[src/rtl/seg7_scan_decoder.sv]
// Readback decoder for a multiplexed 7-segment bus: waits for each glyph to settle,
// decodes it to hex and reassembles the displayed word frame by frame.
module seg7_scan_decoder #(
    parameter int NUM_DIGITS    = 4,
    parameter int STABLE_CYCLES = 8
) (
    input  logic                    Clk,
    input  logic                    Reset_n,
    input  logic [6:0]              seg_in,
    input  logic [NUM_DIGITS-1:0]   dig_sel_n,
    input  logic                    err_clr,
    output logic [4*NUM_DIGITS-1:0] word_out,
    output logic                    word_valid,
    output logic                    digit_err,
    output logic [NUM_DIGITS-1:0]   err_mask
);

    localparam int BW = NUM_DIGITS + 7;
    localparam int CW = $clog2(STABLE_CYCLES);

    logic [BW-1:0]           sync1_q, s_q, p_q;
    logic [CW-1:0]           cnt_q, cnt_d;
    logic                    committed_q, committed_d;
    logic [4*NUM_DIGITS-1:0] stage_q, stage_d;
    logic [4*NUM_DIGITS-1:0] word_q, word_d;
    logic [NUM_DIGITS-1:0]   seen_q, seen_d;
    logic [NUM_DIGITS-1:0]   mask_q, mask_d;
    logic [NUM_DIGITS-1:0]   bad_q, bad_d;
    logic                    valid_q, valid_d;
    logic                    derr_q, derr_d;

    logic                    same, onehot, commit, done;
    logic [NUM_DIGITS-1:0]   sel;
    logic [4:0]              dec;

    // Returns {hit, nibble}; hit=0 for any pattern outside the hex font.
    function automatic logic [4:0] decode(input logic [6:0] g);
        logic [4:0] r;
        case (g)
            7'b1000000: r = 5'h10;
            7'b1111001: r = 5'h11;
            7'b0100100: r = 5'h12;
            7'b0110000: r = 5'h13;
            7'b0011001: r = 5'h14;
            7'b0010010: r = 5'h15;
            7'b0000010: r = 5'h16;
            7'b1111000: r = 5'h17;
            7'b0000000: r = 5'h18;
            7'b0010000: r = 5'h19;
            7'b0001000: r = 5'h1A;
            7'b0000011: r = 5'h1B;
            7'b1000110: r = 5'h1C;
            7'b0100001: r = 5'h1D;
            7'b0000110: r = 5'h1E;
            7'b0001110: r = 5'h1F;
            default:    r = 5'h00;
        endcase
        return r;
    endfunction

    always_comb begin
        same   = (s_q == p_q);
        sel    = ~s_q[BW-1:7];
        onehot = (sel != '0) && ((sel & (sel - NUM_DIGITS'(1))) == '0);
        dec    = decode(s_q[6:0]);
        done   = &seen_q;
        commit = same && !committed_q
                 && (cnt_q == CW'(STABLE_CYCLES - 2));

        cnt_d       = cnt_q;
        committed_d = committed_q | commit;
        if (!same) begin
            cnt_d       = '0;
            committed_d = 1'b0;
        end else if (cnt_q != CW'(STABLE_CYCLES - 1)) begin
            cnt_d = cnt_q + CW'(1);
        end

        word_d  = done ? stage_q : word_q;
        valid_d = done;
        seen_d  = done ? '0 : seen_q;
        stage_d = stage_q;
        bad_d   = '0;
        if (commit && onehot) begin
            if (dec[4]) begin
                seen_d = seen_d | sel;
                for (int i = 0; i < NUM_DIGITS; i++) begin
                    if (sel[i]) stage_d[4*i +: 4] = dec[3:0];
                end
            end else begin
                bad_d = sel;
            end
        end

        // A flag raised in the same cycle as a clear survives it.
        derr_d = |bad_q;
        mask_d = (err_clr ? '0 : mask_q) | bad_q;
    end

    always_ff @(posedge Clk) begin
        if (!Reset_n) begin
            sync1_q     <= '1;
            s_q         <= '1;
            p_q         <= '1;
            cnt_q       <= '0;
            committed_q <= 1'b0;
            stage_q     <= '0;
            word_q      <= '0;
            seen_q      <= '0;
            mask_q      <= '0;
            bad_q       <= '0;
            valid_q     <= 1'b0;
            derr_q      <= 1'b0;
        end else begin
            sync1_q     <= {dig_sel_n, seg_in};
            s_q         <= sync1_q;
            p_q         <= s_q;
            cnt_q       <= cnt_d;
            committed_q <= committed_d;
            stage_q     <= stage_d;
            word_q      <= word_d;
            seen_q      <= seen_d;
            mask_q      <= mask_d;
            bad_q       <= bad_d;
            valid_q     <= valid_d;
            derr_q      <= derr_d;
        end
    end

    assign word_out   = word_q;
    assign word_valid = valid_q;
    assign digit_err  = derr_q;
    assign err_mask   = mask_q;

endmodule
[config.mk]
export PLATFORM = sky130hd
export DESIGN_NAME = seg7_scan_decoder
export DESIGN_NICKNAME = d
export VERILOG_FILES = /design/src/rtl/seg7_scan_decoder.sv
export SDC_FILE = /design/constraint.sdc
export NUM_CORES = 1
export LEC_CHECK = 0
export ABC_AREA = 0
export ABC_CLOCK_PERIOD_IN_PS = 6000
export CORE_MARGIN = 2
export CORE_UTILIZATION = 48
export DETAILED_ROUTE_END_ITERATION = 16
export PLACE_DENSITY = 0.79
export SYNTH_ARGS = -nofsm -noshare
export SYNTH_HDL_FRONTEND = slang
export SYNTH_SLANG_ARGS = --single-unit
[constraint.sdc]
create_clock -name Clk -period 6 [get_ports Clk]
set_input_delay 1.2 -clock Clk [delete_from_list [all_inputs] [get_ports Clk]]
set_output_delay 1.2 -clock Clk [all_outputs]
set_load 0.01 [all_outputs]
# Word level (Yosys, flattened, before mapping)
# Cells that the tools add are included.
[totals]
rom_bits = 0
ramBits = 0
output_inout_bits = 22
wordCells = 63
latchBits = 0
ff_bits = 83
n_memories = 0
input_bits = 14
[op_classes]
add_sub_neg = 2
mul = 0
div_mod_pow = 0
bitwise = 7
muxes = 5
order_cmp = 0
shift = 0
eq_ne = 18
reduce_logical = 16
[ops]
columns = ["cell", "n"]
rows = [
  ["one-hot mux 5 bit (16 select lines)", 1],
  ["equality test 7 bit (second input constant)", 4],
  ["equality test 7 x 5 -> 1 bit (second input constant)", 3],
  ["equality test 7 x 6 -> 1 bit (second input constant)", 3],
  ["2-to-1 mux 4 bit", 4],
  ["equality test 7 x 2 -> 1 bit (second input constant)", 2],
  ["equality test 7 x 4 -> 1 bit (second input constant)", 2],
  ["AND reduction 3 bit", 4],
  ["equality test 11 bit", 1],
  ["OR 4 bit", 2],
  ["equality test 7 x 3 -> 1 bit (second input constant)", 1],
  ["zero test 7 bit", 1],
  ["AND 4 bit", 1],
  ["logical AND 1 bit", 4],
  ["zero test 4 bit", 1],
  ["inverter 4 bit", 1],
  ["AND reduction 4 bit", 1],
  ["nonzero test 4 bit", 1],
  ["OR reduction 4 bit", 1],
  ["subtractor 4 x 1 -> 4 bit (second input constant)", 1],
  ["adder 3 x 1 -> 3 bit (second input constant)", 1],
  ["equality test 3 bit (second input constant)", 1],
  ["!= test 3 bit (second input constant)", 1],
  ["OR reduction 3 bit", 1],
  ["4 further kinds", 5],
]

# Depth between registers and ports, before layout
# Gate-level depths: netlist (run 1).
[depth]
depth_word = 8
mapped_depth = 7

# Worst setup path before layout (run 1)
# No wires, ideal clock.
[synth_timing]
kind = "input port to flip-flop"
startpoint = "input port Reset_n"
endpoint = "register stage_q[10]"
stages = 4
slack_ps = 3927
setup_ps = 72
required_ps = 5928
t_arrival_ps = 2001
cell_sequence = "clkbuf_1 clkbuf_1 nand2_1 mux2i_1"
[synth_lines]
columns = ["element", "line_no", "text"]
rows = [
  ["start: declaration", "8", "input logic Reset_n,"],
  ["end signal: assignment", "120", "stage_q <= stage_d;"],
  ["end: declaration", "24", "logic [4*NUM_DIGITS-1:0] stage_q, stage_d;"],
]

==> metrics.cfg, run 1 <==
[outcome]
outcome=finished clean

[drt]
wl_mm=5.36
routed_via_density=5.27
dr.pass1.iters=4
postRouteAntennaNets=0
post_drt_wl_per_cell_um=12.2
drc=0
via_count=2323
dr.first_iter.drc_count=99

[power]
ir_drop_uv=174
powerDensity_mw_per_mm2=257
total_power_mw=0.963
p_leak_nw=1.29

[setup_path]
worstPathRequired_ns=6.28
cp.arrival_ns=3.36
crit_family=buffers and inverters
critical-path-max-stage-delay_ns=0.70
critical_path_peak_fanout=57
crit_slowest_cell=buf_2
cp.buffers_inverters=2
cp_cell_sequence=buf_2 -> inv_1 -> or4_4 -> o22ai_1
critPathLaunchType=input pin
endpoint_kind=register
crit_type=in2reg

[sta]
hold_viol=0
tightest_slew_ns=0.927
max_clock_freq_mhz=325
setup_viol_count_final=0
fin_crit_sh_pct=51.3
skew_ns=0.00817
worst_slack_ns=2.92
rsz0062_at_grt=no
period_needed_ns=3.08
max_slew_margin_pct=38.2
slew_violations=0
finalSetupTns_ns=0

[clocking]
cts_root_buffer=clkbuf_8
cts_resized=0
cts_setup_buffers=0
cts.sink_count=83
cts_inserted_buffers=9
cts_tree=built
clk_latency_ns=0.35
cts_buffer_depth=2
holdBufCountCts=0
htree_levels=3
path_clk_slew_ns=0.08

[cells_and_area]
drive_gt1_share_pct=7.42
nNetsFinal=376
area_delta_synth_final_pct=15.3
antenna_cells=0
final_util_pct=57.9

[yosys]
syn_nets=354
yosysMostFrequentCell=dfxtp_1
synthesis.instances=337
synth_warnings=0
ys_seq_elements=83
synth-async-reset-ratio_pct=0
synth_common_cells=83 x dfxtp_1, 59 x nand2_1, 30 x nand2b_1, 23 x a21oi_1, 14 x nor2_1
yosysTopAreaCellShare_pct=51.2
netlist_area_mm2=0.00324
ys_types=48
yosys.area.top_type=dfxtp_1
seq_area_frac_synth_pct=51.2
synth-edff-count=0
synth_area_leaders=dfxtp_1 51%, nand2_1 6.8%, nand2b_1 5.8%
synthFlopType=dfxtp_1
synth_area_per_cell_um2=9.63

[floorplanning]
rows=29
io_pins=36
die_w_um=86.2
fp.dieH_um=86.2
die_area_mm2=0.00743
core_area_mm2=0.00646
initial_utilization_pct=50.2

[place]
place_ws_ns=2.54
gp_congestion=0.751
port_buffers=35
dpl.hpwl_mm=3.66

[flow_run]
drv_cap=0

[global_route]
grt_start_max_net_pins=58
antenna_found_initial=0
grt_use_total_pct=16.0
grt.overflow.total=0
grt_pass1_wl_mm=9.27
grt_pass1_vias=2075

[hold_path]
holdCritPathClass=reg2reg

## metal layers
| metal | vias up | part of all wire, % | global-route usage [%] |
|---|---|---|---|
| li1 | 1183 | - | - |
| met1 | 1079 | 45 | 19.0 |
| met2 | 52 | 48 | 26.6 |
| met3 | 9 | 5.5 | 5.71 |
| met4 | 0 | 1.7 | 6.39 |
| met5 | - | 0 | 0 |
## area by class of cell
type / instances / area [um2]
Multi-Input combinational cell: 223 / 1430
Tap cell: 77 / 96.3
Sequential cell: 83 / 1660
Timing Repair Buffer: 35 / 345
Inverter: 7 / 26.3
Clock inverter: 7 / 52.6
Clock buffer: 9 / 124
Fill cell: 561 / 2720
## stage by stage
| step | cells | hold WS [ns] | instance area, um2 |
|---|---|---|---|
| after floorplan | 337 | 0.386 | 3240 |
| after global placement | 425 | 0.388 | 3560 |
| after detailed placement | 425 | 0.391 | 3560 |
| after CTS | 441 | 0.410 | 3740 |
| after global routing | 441 | 0.435 | 3740 |
| final | 441 | 0.408 | 3740 |
## worst paths after layout
kind              slack [ns]  cells past startpoint     endpoint       start
hold reg to reg         0.41                      1       s_q[0]  sync1_q[0]
hold / removal          0.41                      1       s_q[0]  sync1_q[0]
setup reg to reg        3.67                      5   stage_q[6]      s_q[2]
setup / recovery        2.92                      4  stage_q[11]     Reset_n
## report_power, final
part           internal (mW)  switching [mW]
clock network          0.152           0.198
registers              0.560          0.0115
logic                 0.0212          0.0202
total                  0.733           0.230
## state kept, by name, indices dropped and copies added (netlist names), 3 cells and up
signal / flops
sync1_q: 11
p_q: 11
s_q: 11
stage_q: 16
seen_q: 4
bad_q: 4
cnt_q: 3
err_mask: 4
word_out: 16
## worst reg2reg max path, cell delays in order, from the launching register on
cell and delay (ns):
dfxtp_1 0.61, xnor2_1 0.17, nand4_1 0.13, or4_4 0.58, a2111oi_4 0.53, mux2i_1 0.25
## cell usage in the layout, fill, tap and decap left out, types with 3 or more instances in the layout
cell	count
dfxtp_1	83
nand2_1	59
clkdlybuf4s50_1	34
nand2b_1	30
a21oi_1	23
nor2_1	14
mux2i_1	13
xnor2_1	9
clkbuf_8	9
inv_1	7
nor3_1	7
nand4_1	6
and2_1	4
xor2_1	4
a2111oi_4	4
o21a_1	4
o22ai_1	4
clkinvlp_4	4
nor4bb_1	3
o21ai_0	3
ha_1	3
## kinds of logic after synthesis
| logic type | Yosys count | share of synthesized area (%) |
|---|---|---|
| AOI/OAI and AO/OA | 51 | 12.6 |
| xor gates and xnor gates | 14 | 4.01 |
| adders and majority gates | 3 | 1.16 |
| buffers and inverters | 31 | 4.59 |
| DFF | 83 | 51.2 |
| muxes | 13 | 4.01 |
| and+or+nand+nor | 142 | 22.4 |
Power figures use the tool's default switching activity.
==> inputs of run 2 (changes only) <==
- ABC_CLOCK_PERIOD_IN_PS: 6000 -> 2600
- PLACE_DENSITY: 0.79 -> 0.81
- clock period: 6 -> 2.6 ns (I/O delays scaled with it)
==> run 2 against run 1 <==
Effect of this change: die area is the same; final cell count increased by 1.1%; utilization rose by 0.99 points; flip-flop and latch count did not move; register-to-register slack got worse by 3.4 ns; non-clock buffer count rose by 5; via count up 2.3%; clock power rose to 2.6 times the previous value; sequential share of layout area fell by 0.75 points; routed wire length is 8.4% higher; combinational power increased by 150%; count of clock-buffer cells in the layout grew 1; largest power group unchanged; highest routed layer unchanged.
==> metrics.cfg, run 2 (synthesized netlist as in run 1, its figures left out) <==
[sta]
hold_viol=0  ; unchanged
worst_slack_ns=0.304  ; -2.62 ns
rsz0062_at_grt=no
fin_crit_sh_pct=88.3
skew_ns=0.00903  ; +0.000863 ns
finalSetupTns_ns=0  ; unchanged
tightest_slew_ns=0.544  ; -0.382 ns
max_clock_freq_mhz=435
slew_violations=0  ; unchanged
period_needed_ns=2.30
setup_viol_count_final=0  ; unchanged
max_slew_margin_pct=63.5  ; +25 points

[clocking]
cts_tree=built
cts_setup_buffers=0  ; unchanged
holdBufCountCts=0  ; unchanged
cts_root_buffer=clkbuf_8
cts_inserted_buffers=9  ; unchanged
cts_buffer_depth=2  ; unchanged
cts.sink_count=83  ; unchanged
clk_latency_ns=0.36  ; about the same
htree_levels=3  ; unchanged
path_clk_slew_ns=0.08  ; about the same
cts_resized=0  ; unchanged

[setup_path]
cp_cell_sequence=xor2_1 -> nand3_1 -> a311o_1 -> a2111oi_4 -> mux2i_1
endpoint_kind=register
critical_path_peak_fanout=8  ; -86%
critical-path-max-stage-delay_ns=0.59  ; -0.11 ns
crit_slowest_cell=dfxtp_1
critPathLaunchType=register
crit_type=reg2reg
r2r_slack_ns=0.30  ; -3.37 ns
worstPathRequired_ns=2.89  ; -3.39 ns
cp.arrival_ns=2.59  ; -0.77 ns

[global_route]
grt.overflow.total=0  ; unchanged
grt_use_total_pct=17.2  ; +1.2 points
grt_use_met2_pct=29.0  ; +2.4 points
grt_start_max_net_pins=29  ; -50%
antenna_found_initial=0  ; unchanged
grt_use_met3_pct=4.86  ; -0.86 points
grtUsageMet1_pct=20.5  ; +1.4 points
grt_pass1_wl_mm=10.1  ; +8.6%
grt_pass1_vias=2240  ; +8.0%
grt.busiest_layer=met2

[place]
place_ws_ns=0.314  ; -2.22 ns
port_buffers=35  ; unchanged
dp.cells=430  ; +1.2%
dpl.hpwl_mm=3.99  ; +8.9%
gp_congestion=0.798  ; +6.2%
post_dp_cell_area_mm2=0.00360  ; +1.1%

[drt]
post_drt_wl_per_cell_um=13.0  ; +7.2%
postRouteAntennaNets=0  ; unchanged
via_count=2377  ; +2.3%
routed_via_density=5.33  ; +1.2%
drc=0  ; unchanged
dr.first_iter.drc_count=179  ; +81%
wl_mm=5.81  ; +8.4%
dr.pass1.iters=4  ; unchanged

[power]
p_leak_nw=1.32  ; +2.7%
ir_drop_uv=440  ; +150%
total_power_mw=2.34  ; +140%
powerDensity_mw_per_mm2=615  ; +140%

[cells_and_area]
fin_cells=446  ; +1.1%
area_delta_synth_final_pct=17.2
final_area_mm2=0.00380  ; +1.7%
antenna_cells=0  ; unchanged
final_cell_mix=83 x dfxtp_1, 59 x nand2_1, 34 x clkdlybuf4s50_1
nNetsFinal=381  ; +1.3%
fillers=567  ; +1.1%
drive_gt1_share_pct=8.67  ; +1.3 points
final_common_cell=dfxtp_1

[floorplanning]
core_area_mm2=0.00646  ; unchanged
rows=29  ; unchanged
initial_utilization_pct=50.2  ; unchanged
die_area_mm2=0.00743  ; unchanged
die_w_um=86.2  ; unchanged
fp.dieH_um=86.2  ; unchanged
io_pins=36  ; unchanged

[outcome]
outcome=finished clean

[hold_path]
holdCritPathClass=reg2reg

[flow_run]
drv_cap=0  ; unchanged

## run 2: cell types whose count changed in the layout (fill, tap and decap cells not counted)
cell	previous run	this run
clkbuf_8	9	10
bufinv_16	0	1
buf_4	0	5
inv_6	2	0
## run 2: routing by layer
layer  wire (um)  part of all wire, %
met3         309                  5.3
met5           0                    0
met4          72                  1.2
met1        2550                   44
met2        2880                   50
## run 2: layout make-up
cell class / instances / area [um2] / area share (%)
sequential: 83 / 1660 / 43.7
clock inverter: 6 / 65.1 / 1.71
clock buffer: 10 / 138 / 3.62
tap: 77 / 96.3 / 2.53
timing repair buffer: 40 / 383 / 10.1
inverter: 7 / 26.3 / 0.691
multi-input combinational: 223 / 1430 / 37.7
## run 2: power by group
group          switching, mW  leakage [nW]  internal, mW
clock network          0.452        0.0905         0.467
registers             0.0264         0.675          1.29
logic                 0.0506         0.558        0.0526
## run 2: final timing paths
kind	startpoint	endpoint	depth (start not counted)
max reg2reg	s_q[9]	stage_q[10]	5
min	sync1_q[3]	s_q[3]	1
min reg2reg	sync1_q[3]	s_q[3]	1
max	s_q[9]	stage_q[10]	5
## run 2: through the flow
step	util, %	hold slack (ns)
6_report	58.9	0.408
3_5_place_dp	55.8	0.392
3_3_place_gp	55.8	0.390
4_1_cts	58.9	0.411
2_1_floorplan	-	0.386
5_1_grt	58.9	0.420
## run 2: critical path, delay by kind of cell, from the launching register on
| family | cells | cell delay, ns |
|---|---|---|
| AND/OR/NAND/NOR | 1 | 0.10 |
| XOR/XNOR | 1 | 0.19 |
| multiplexers | 1 | 0.23 |
| flip-flops | 1 | 0.59 |
| AO/OA/AOI/OAI | 2 | 1.13 |
==> inputs of run 3 (changes only) <==
- GPL_TIMING_DRIVEN: not set -> 0
==> run 3 against run 2 <==
Effect of this change: non-clock buffer count increased by 19; sequential power about the same; hold slack worse by 0.0030 ns; combinational power increased by 29%; critical path type unchanged; critical endpoint is now stage_q[1].
==> metrics.cfg, run 3 (synthesized netlist as in run 1, its figures left out) <==
[hold_path]
holdCritPathClass=reg2reg
holdPathEnd=s_q[5]
min_from=sync1_q[5]
whs_path_depth=1  ; unchanged

[sta]
finalSetupTns_ns=0  ; unchanged
tightest_slew_ns=0.557  ; +0.0125 ns
skew_ns=0.0112  ; +0.00222 ns
rsz0062_at_grt=no
hold_viol=0  ; unchanged
setup_viol_count_final=0  ; unchanged
worst_slack_ns=0.329  ; +0.0248 ns
max_clock_freq_mhz=440  ; +1.1%
period_needed_ns=2.27  ; -0.0248 ns
fin_crit_sh_pct=87.4  ; -0.95 points
max_slew_margin_pct=62.9  ; -0.67 points
slew_violations=0  ; unchanged

[clocking]
htree_levels=3  ; unchanged
cts.sink_count=83  ; unchanged
cts_resized=0  ; unchanged
cts_setup_buffers=0  ; unchanged
cts_inserted_buffers=9  ; unchanged
cts_buffer_depth=2  ; unchanged
holdBufCountCts=0  ; unchanged
cts_tree=built
clk_latency_ns=0.36  ; about the same
path_clk_slew_ns=0.08  ; about the same
cts_root_buffer=clkbuf_8

[place]
dpl.hpwl_mm=4.33  ; +8.6%
dp.cells=449  ; +4.4%
port_buffers=35  ; unchanged
gp_congestion=0.863  ; +8.2%
place_ws_ns=0.111  ; -0.203 ns

[power]
total_power_mw=2.21  ; -5.4%
p_clk_share_pct=35.2  ; -4.1 points
netSwitchingPower_mw=0.516  ; -2.4%
switching_share_pct=23.3  ; +0.70 points
powerDensity_mw_per_mm2=575  ; -6.6%
p_int_mw=1.70  ; -6.2%
ir_drop_uv=401  ; -8.9%
p_leak_nw=1.34  ; +1.1%
p_seq_share_pct=58.8  ; +2.5 points
power_frac_comb_pct=6.0  ; +1.6 points

[flow_run]
drv_cap=0  ; unchanged

[global_route]
grt.overflow.total=0  ; unchanged
grt_use_met3_pct=4.95  ; +0.095 points
grt_use_met2_pct=29.1  ; +0.14 points
grt_start_max_net_pins=14  ; -52%
grtUsageMet1_pct=21.1  ; +0.64 points
grt_pass1_vias=2386  ; +6.5%
grt_use_total_pct=17.8  ; +0.56 points
antenna_found_initial=0  ; unchanged
grt_pass1_wl_mm=10.4  ; +3.3%
grt.busiest_layer=met2

[cells_and_area]
nNetsFinal=400  ; +5.0%
final_util_pct=59.7  ; +0.77 points
area_delta_synth_final_pct=18.8
final_common_cell=dfxtp_1
drive_gt1_share_pct=8.51  ; -0.17 points
fin_cells=465  ; +4.3%
final_cell_mix=83 x dfxtp_1, 59 x nand2_1, 35 x clkdlybuf4s50_1
antenna_cells=0  ; unchanged

[floorplanning]
die_w_um=86.2  ; unchanged
core_area_mm2=0.00646  ; unchanged
io_pins=36  ; unchanged
rows=29  ; unchanged
initial_utilization_pct=50.2  ; unchanged
fp.dieH_um=86.2  ; unchanged
die_area_mm2=0.00743  ; unchanged

[setup_path]
critPathLaunchType=register
reg2reg_to=stage_q[1]
r2r_slack_ns=0.33  ; +0.02 ns
critical_path_peak_fanout=10  ; +2
reg2reg_from=s_q[3]
endpoint_kind=register
crit_type=reg2reg
cp.arrival_ns=2.55  ; -0.04 ns
worstPathRequired_ns=2.88  ; about the same
rr_worst_depth=6  ; +1

[drt]
routed_via_density=5.22  ; -2.0%
via_count=2428  ; +2.1%
postRouteAntennaNets=0  ; unchanged
drc=0  ; unchanged
dr.pass1.iters=4  ; unchanged
post_drt_wl_per_cell_um=12.9  ; -0.90%
wl_mm=6.01  ; +3.3%
dr.first_iter.drc_count=98  ; -45%

[outcome]
outcome=finished clean

-- run 3: changes by cell type in the layout (fill, tap and decap cells not counted), moves of 2 or more --
cell	delta
buf_2	+4
buf_6	+2
clkbuf_1	+14
buf_4	-2
buf_1	+3
-- run 3: worst max-delay path, stage by stage, from the launching register on --
cell,delay [ns]
dfxtp_1,0.35
clkbuf_1,0.24
nor3_1,0.33
o31ai_1,0.12
and3_1,0.30
a2111oi_4,0.61
mux2i_1,0.25
-- run 3: final cells by class --
class	instances	area, um2
Timing Repair Buffer	35	350
Fill cell	591	2610
Clock buffer	12	135
Inverter	7	26.3
Tap cell	77	96.3
Multi-Input combinational cell	223	1430
Buffer	24	123
Sequential cell	83	1660
Clock inverter	4	27.5
-- run 3: how the worst max path moves through the flow --
stage | endpoint | start
after global placement | stage_q[2] | Reset_n
after global routing | stage_q[1] | s_q[3]
after floorplan | stage_q[0] | s_q[9]
after detailed placement | stage_q[2] | Reset_n
final | stage_q[1] | s_q[3]
after CTS | stage_q[1] | s_q[3]
-- run 3: power by group through the flow --
stage | sequential, mW | combinational, mW | clock, mW
2_1_floorplan | 1.33 | 0.0921 | 0
5_1_grt | 1.30 | 0.146 | 0.849
3_5_place_dp | 1.33 | 0.133 | 0
3_3_place_gp | 1.33 | 0.131 | 0
4_1_cts | 1.30 | 0.134 | 0.800
6_report | 1.30 | 0.133 | 0.780
-- run 3: through the flow --
step	cell area, um2	hold slack, ns
after CTS	3850	0.408
after global placement	3690	0.389
final	3850	0.405
after floorplan	3240	0.386
after detailed placement	3690	0.391
after global routing	3850	0.426
-- run 3: metal layers --
metal | part of all wire [%] | vias up | wire length [um]
met3 | 4.2 | 18 | 253
met1 | 45 | 1123 | 2680
met5 | 0 | - | 0
li1 | - | 1228 | -
met4 | 3.1 | 0 | 189
met2 | 48 | 59 | 2880
